[config.mk]
export PLATFORM = sky130hd
export DESIGN_NAME = lcd_text_buffer
export DESIGN_NICKNAME = d
export VERILOG_FILES = /design/src/rtl/lcd_text_buffer.sv
export SDC_FILE = /design/constraint.sdc
export NUM_CORES = 1
export LEC_CHECK = 0
export BUFFER_PORTS_ARGS = -buffer_cell sky130_fd_sc_hd__buf_2
export CORE_MARGIN = 1
export CORE_UTILIZATION = 42
export CTS_CLUSTER_SIZE = 25
export DETAILED_ROUTE_END_ITERATION = 10
export HOLD_SLACK_MARGIN = 0.1
export PLACE_DENSITY = 0.65
export SLEW_MARGIN = 20
export SYNTH_ARGS = -nofsm -noshare
export SYNTH_HDL_FRONTEND = slang
export SYNTH_SLANG_ARGS = --single-unit
[constraint.sdc]
create_clock -name clock -period 8.9 [get_ports clock]
set_clock_uncertainty 0.15 [all_clocks]
set_input_delay 0.445 -clock clock [delete_from_list [all_inputs] [get_ports clock]]
set_output_delay 0.445 -clock clock [all_outputs]
set_load 0.1 [all_outputs]
[src/rtl/lcd_text_buffer.sv]
`default_nettype none
// ============================================================================
// Module   : lcd_text_buffer
// Brief    : ROWS x COLS character buffer with cursor commands, clear/scroll
//            sweeps and an independent registered LCD-side read port.
// Revision : 1.0
// ============================================================================
module lcd_text_buffer #(
    parameter int         DATA_WIDTH  = 8,
    parameter int         COLS        = 16,
    parameter int         ROWS        = 2,
    parameter int         POS_BITS    = 5,
    parameter logic [7:0] BLANK       = 8'h20,
    parameter bit         AUTO_SCROLL = 1'b0
) (
    input  logic                  clock,
    input  logic                  reset,
    input  logic                  cmd_valid,
    input  logic [2:0]            cmd,
    input  logic [POS_BITS-1:0]   pos,
    input  logic [DATA_WIDTH-1:0] data,
    output logic                  cmd_ready,
    output logic                  busy,
    output logic [POS_BITS-1:0]   cursor,
    input  logic [POS_BITS-1:0]   rd_pos,
    output logic [DATA_WIDTH-1:0] rd_data
);

    localparam int DEPTH  = COLS * ROWS;
    localparam int ADDR_W = (DEPTH > 1) ? $clog2(DEPTH) : 1;

    localparam logic [DATA_WIDTH-1:0] BLANK_VAL     = DATA_WIDTH'(BLANK);
    localparam logic [POS_BITS-1:0]   LAST_POS      = POS_BITS'(DEPTH - 1);
    localparam logic [POS_BITS-1:0]   FILL_START    = POS_BITS'(DEPTH - COLS);
    localparam logic [POS_BITS-1:0]   COPY_LAST     = POS_BITS'(DEPTH - COLS - 1);
    localparam logic [POS_BITS-1:0]   SCROLL_CURSOR = POS_BITS'((ROWS - 1) * COLS);
    localparam logic [POS_BITS-1:0]   ONE           = POS_BITS'(1);

    localparam logic [2:0] CMD_WRITE_AT  = 3'd1;
    localparam logic [2:0] CMD_WRITE_CUR = 3'd2;
    localparam logic [2:0] CMD_SET_CUR   = 3'd3;
    localparam logic [2:0] CMD_CLEAR     = 3'd4;
    localparam logic [2:0] CMD_SCROLL    = 3'd5;
    localparam logic [2:0] CMD_HOME      = 3'd6;

    localparam logic [1:0] S_IDLE     = 2'd0;
    localparam logic [1:0] S_CLR      = 2'd1;
    localparam logic [1:0] S_SCR_COPY = 2'd2;
    localparam logic [1:0] S_SCR_FILL = 2'd3;

    logic [1:0]            state;
    logic [1:0]            state_next;
    logic [POS_BITS-1:0]   idx;
    logic [POS_BITS-1:0]   idx_next;
    logic [POS_BITS-1:0]   cursor_next;
    logic                  scroll_pending;
    logic                  pending_next;
    logic                  accept;
    logic                  pos_ok;
    logic                  rd_ok;
    logic [POS_BITS-1:0]   copy_src;
    logic                  mem_we;
    logic [POS_BITS-1:0]   mem_addr;
    logic [DATA_WIDTH-1:0] mem_wdata;
    logic                  adv;
    logic [POS_BITS-1:0]   adv_from;
    logic [DATA_WIDTH-1:0] mem [DEPTH];

    // The auto-scroll gap cycle is IDLE but must still refuse commands.
    assign busy      = (state != S_IDLE) || scroll_pending;
    assign cmd_ready = !busy;
    assign accept    = cmd_valid && !busy;
    assign pos_ok    = int'(pos) < DEPTH;
    assign rd_ok     = int'(rd_pos) < DEPTH;
    assign copy_src  = POS_BITS'(int'(idx) + COLS);

    always_ff @(posedge clock or posedge reset) begin
        if (reset) begin
            state          <= S_CLR;
            idx            <= '0;
            cursor         <= '0;
            scroll_pending <= 1'b0;
        end else begin
            state          <= state_next;
            idx            <= idx_next;
            cursor         <= cursor_next;
            scroll_pending <= pending_next;
        end
    end

    always_comb begin
        state_next = state;
        idx_next   = idx;
        case (state)
            S_IDLE: begin
                if (scroll_pending || (accept && cmd == CMD_SCROLL)) begin
                    if (ROWS > 1) begin
                        state_next = S_SCR_COPY;
                        idx_next   = '0;
                    end else begin
                        state_next = S_SCR_FILL;
                        idx_next   = FILL_START;
                    end
                end else if (accept && cmd == CMD_CLEAR) begin
                    state_next = S_CLR;
                    idx_next   = '0;
                end
            end
            S_SCR_COPY: begin
                if (idx == COPY_LAST) begin
                    state_next = S_SCR_FILL;
                    idx_next   = FILL_START;
                end else begin
                    idx_next = idx + ONE;
                end
            end
            default: begin
                // CLR and SCR_FILL both end on the last cell; idx holds there.
                if (idx == LAST_POS) begin
                    state_next = S_IDLE;
                end else begin
                    idx_next = idx + ONE;
                end
            end
        endcase
    end

    always_comb begin
        mem_we       = 1'b0;
        mem_addr     = idx;
        mem_wdata    = BLANK_VAL;
        cursor_next  = cursor;
        pending_next = 1'b0;
        adv          = 1'b0;
        adv_from     = cursor;
        case (state)
            S_CLR, S_SCR_FILL: mem_we = 1'b1;
            S_SCR_COPY: begin
                mem_we    = 1'b1;
                mem_wdata = mem[ADDR_W'(copy_src)];
            end
            default: begin
                if (accept) begin
                    case (cmd)
                        CMD_WRITE_AT: begin
                            if (pos_ok) begin
                                mem_we    = 1'b1;
                                mem_addr  = pos;
                                mem_wdata = data;
                                adv       = 1'b1;
                                adv_from  = pos;
                            end
                        end
                        CMD_WRITE_CUR: begin
                            mem_we    = 1'b1;
                            mem_addr  = cursor;
                            mem_wdata = data;
                            adv       = 1'b1;
                        end
                        CMD_SET_CUR: begin
                            if (pos_ok) begin
                                cursor_next = pos;
                            end
                        end
                        CMD_HOME, CMD_CLEAR: cursor_next = '0;
                        default: ;
                    endcase
                end
            end
        endcase
        if (adv) begin
            if (adv_from == LAST_POS) begin
                if (AUTO_SCROLL) begin
                    cursor_next  = SCROLL_CURSOR;
                    pending_next = 1'b1;
                end else begin
                    cursor_next = '0;
                end
            end else begin
                cursor_next = adv_from + ONE;
            end
        end
    end

    always_ff @(posedge clock) begin
        if (mem_we) begin
            mem[ADDR_W'(mem_addr)] <= mem_wdata;
        end
    end

    always_ff @(posedge clock or posedge reset) begin
        if (reset) begin
            rd_data <= BLANK_VAL;
        end else begin
            rd_data <= rd_ok ? mem[ADDR_W'(rd_pos)] : BLANK_VAL;
        end
    end

endmodule
`default_nettype wire

==> impl_metrics.json <==
{
  "syn_area_sq_mm": 0.0134,
  "grt_pass1_vias": 7762,
  "grt_antenna_before_repair": 1,
  "routed_wirelength_mm": 35.1,
  "vias_per_cell": 6.29,
  "drv_slew": 0,
  "postSynthCellCount": 766,
  "core_area_sq_mm": 0.0315,
  "max_freq_mhz": 261,
  "overflow": 0,
  "syn_nets": 795,
  "period_share": 0.431,
  "place_inst": 1174,
  "dieWidth_microns": 181,
  "layoutNonFillerInstCount": 1231,
  "grtUsageTotal": 0.219,
  "post-cts-setup-buffers": 0,
  "relSlewSlack": 0.225,
  "cts_buffer_depth": 3,
  "hold_viol": 0,
  "synthFlopType": "edfxtp_1",
  "async_flop_share": 0.0725,
  "cts_root_buf": "clkbuf_16",
  "fin_crit_ps": 3840,
  "setup_viol": 0,
  "drive_gt1_frac": 0.339,
  "nets": 836,
  "ys_types": 55,
  "synth_edf_count": 256,
  "power.density_mw_per_mm2": 329,
  "cts_made_buffers": 30,
  "cp-end-kind": "flop",
  "clk_latency_ps": 560,
  "crit_path_max_fanout": 44,
  "clkTransAtPathRegs_ps": 60,
  "synth_area_per_cell_sq_um": 17.5,
  "worst_pin_slew_ps": 1160,
  "cp_data_required_time_ps": 8870,
  "grt_max_degree": 65,
  "cp.arrival_ps": 3810,
  "gp_congestion": 0.861,
  "drt_iter0_markers": 887,
  "die_h_microns": 181,
  "htreeDepth": 1,
  "reg2reg_setup_slack_ps": 5060,
  "status": "finished clean",
  "crit_path_start_kind": "flop",
  "ios": 39,
  "grt_pass1_wl_mm": 51.7,
  "maxCapViolations": 0,
  "hp-class": "input port to flop",
  "ys_seq_area_frac": 0.610,
  "peakVddDrop_v": 0.000161,
  "rows": 65,
  "postRouteAntennaNets": 0,
  "setup.worst_path.class": "flop to flop",
  "ys_warn_count": 0,
  "p_leak_nw": 4.92,
  "fin_setup_tns_ps": 0,
  "hpwl_mm": 22.0,
  "post_drt_wl_per_cell_microns": 28.5,
  "dpl_cell_area_sq_mm": 0.0140,
  "antennaDiodeCount": 0,
  "vias": 7749,
  "holdWs_ps": 142,
  "areaGrowthSynthToFinish_pct": 12.1,
  "synth-seq-cells": 276,
  "final_area_sq_mm": 0.0150,
  "start_util": 0.426,
  "dieArea_sq_mm": 0.0327,
  "cts_sinks": 276,
  "cts_tree": "yes",
  "post-route-drc-count": 0,
  "io_buffers": 38,
  "rsz0062_at_grt": "false",
  "dr.pass1.iters": 5
}
cells in the final DEF, fill, tap and decap left out, types with 5 or more instances in the layout:
cell,instances
nand2b_1,6
buf_2,37
a32o_2,5
a21oi_1,21
ha_1,5
nand4_1,5
dfrtp_1,16
edfxtp_1,256
nor2_1,46
mux2_2,23
clkinv_2,6
clkbuf_1,5
inv_1,8
clkinv_1,5
o21ai_0,6
clkbuf_16,31
nand3_1,16
nand3b_1,9
buf_4,25
mux4_2,129
a22oi_1,10
mux2i_1,28
o221ai_1,6
nand2_1,37
nor3_1,8
cells in the mapped netlist, types with 2 or more instances:
library cell  count  area [sq um]
nand3_1          16          80.1
nor3_1            9          45.0
o31ai_1           4          30.0
buf_4             8          60.1
and3_1            2          12.5
a21oi_1          22           110
nor2b_1           6          37.5
xnor2_1           2          17.5
nand3b_1          9          67.6
nand2b_1          6          37.5
nor2_1           50           188
buf_6             4          45.0
nor3b_1           4          30.0
dfrtp_1          18           450
a22oi_1          10          75.1
edfxtp_1        256          7690
o221ai_1          6          52.6
buf_1             9          33.8
mux4_2          129          2910
buf_2            21           105
inv_1             8          30.0
a32oi_1           2          17.5
a31oi_1           2          12.5
a211oi_1          2          15.0
nand4_1           5          31.3
dfstp_2           2          52.6
ha_1              5          62.6
nand2_1          37           139
mux2_2           23           259
mux2i_1          28           280
a32o_1            8          80.1
a21o_1            4          30.0
o41ai_1           2          17.5
o21ai_0           6          30.0
xor2_1            2          17.5
o22ai_1           3          18.8
a2111oi_0         4          35.0
a22o_1            2          17.5
clkbuf_1         14          52.6
through the flow:
| step | setup slack, ps | power (W) | utilization |
|---|---|---|---|
| 6_report | 5060 | 0.00495 | 0.478 |
| 3_3_place_gp | 5030 | 0.00373 | 0.445 |
| 5_1_grt | 4900 | 0.00514 | 0.478 |
| 2_1_floorplan | 4460 | 0.00322 | - |
| 4_1_cts | 4990 | 0.00496 | 0.477 |
| 3_5_place_dp | 5010 | 0.00375 | 0.445 |
where the power goes:
group	internal (W)	leakage, nW	switching, W
Clock	0.000722	0.477	0.000498
Sequential	0.00185	2.58	0.000168
Combinational	0.000610	1.87	0.00111
critical path, cell delays in order (launching register included):
cell and delay (ps):
dfrtp_4 830, buf_4 740, mux4_2 610, a22oi_1 260
nand2_1 100, a32o_1 610
path summary, 6_finish.rpt:
kind	to	from	cells after the start
max in group asynchronous	rd_data[5]	reset	4
setup reg to reg	mem[19][0]	idx[0]	5
hold reg to reg	cursor[1]	cursor[1]	2
min in group asynchronous	rd_data[3]	reset	3
hold / removal	cursor[3]	pos[3]	3
setup / recovery	mem[19][0]	idx[0]	5
routing by layer:
metal	vias to the layer above	part of all wire	global-route usage
met5	-	0	0
met2	390	0.49	0.362
li1	3288	-	-
met4	0	0.040	0.0882
met3	86	0.089	0.0456
met1	3985	0.38	0.284
cell families after synthesis:
family          count (synthesis)  synth area share
mux                           180             0.257
compound gates                 87            0.0471
fa+ha+maj                       5           0.00466
flops                         276             0.610
simple gates                  150            0.0544
buf+inv                        64            0.0243
xor+xnor                        4           0.00261
final cells by class:
| type | count | area [sq um] |
|---|---|---|
| fillers | 2589 | 16400 |
| clock inverters | 18 | 180 |
| flip-flops and latches | 276 | 8200 |
| multi-input cells | 426 | 4930 |
| well taps | 402 | 503 |
| clock buffers | 36 | 795 |
| inverters | 8 | 30.0 |
| repair buffers | 65 | 403 |
flip-flops by register name (all words and copies together), names as in the netlist:
signal and cells:
cursor 5, state 2, mem 256, rd_data 8
idx 5
what timing repair did:
| action | CTS | global route |
|---|---|---|
| hold endpoints to repair | 11 | 0 |
| hold buffers | 3 | 0 |
| gates resized for setup | 0 | 0 |
No activity file was read; power rests on OpenSTA's default activity.
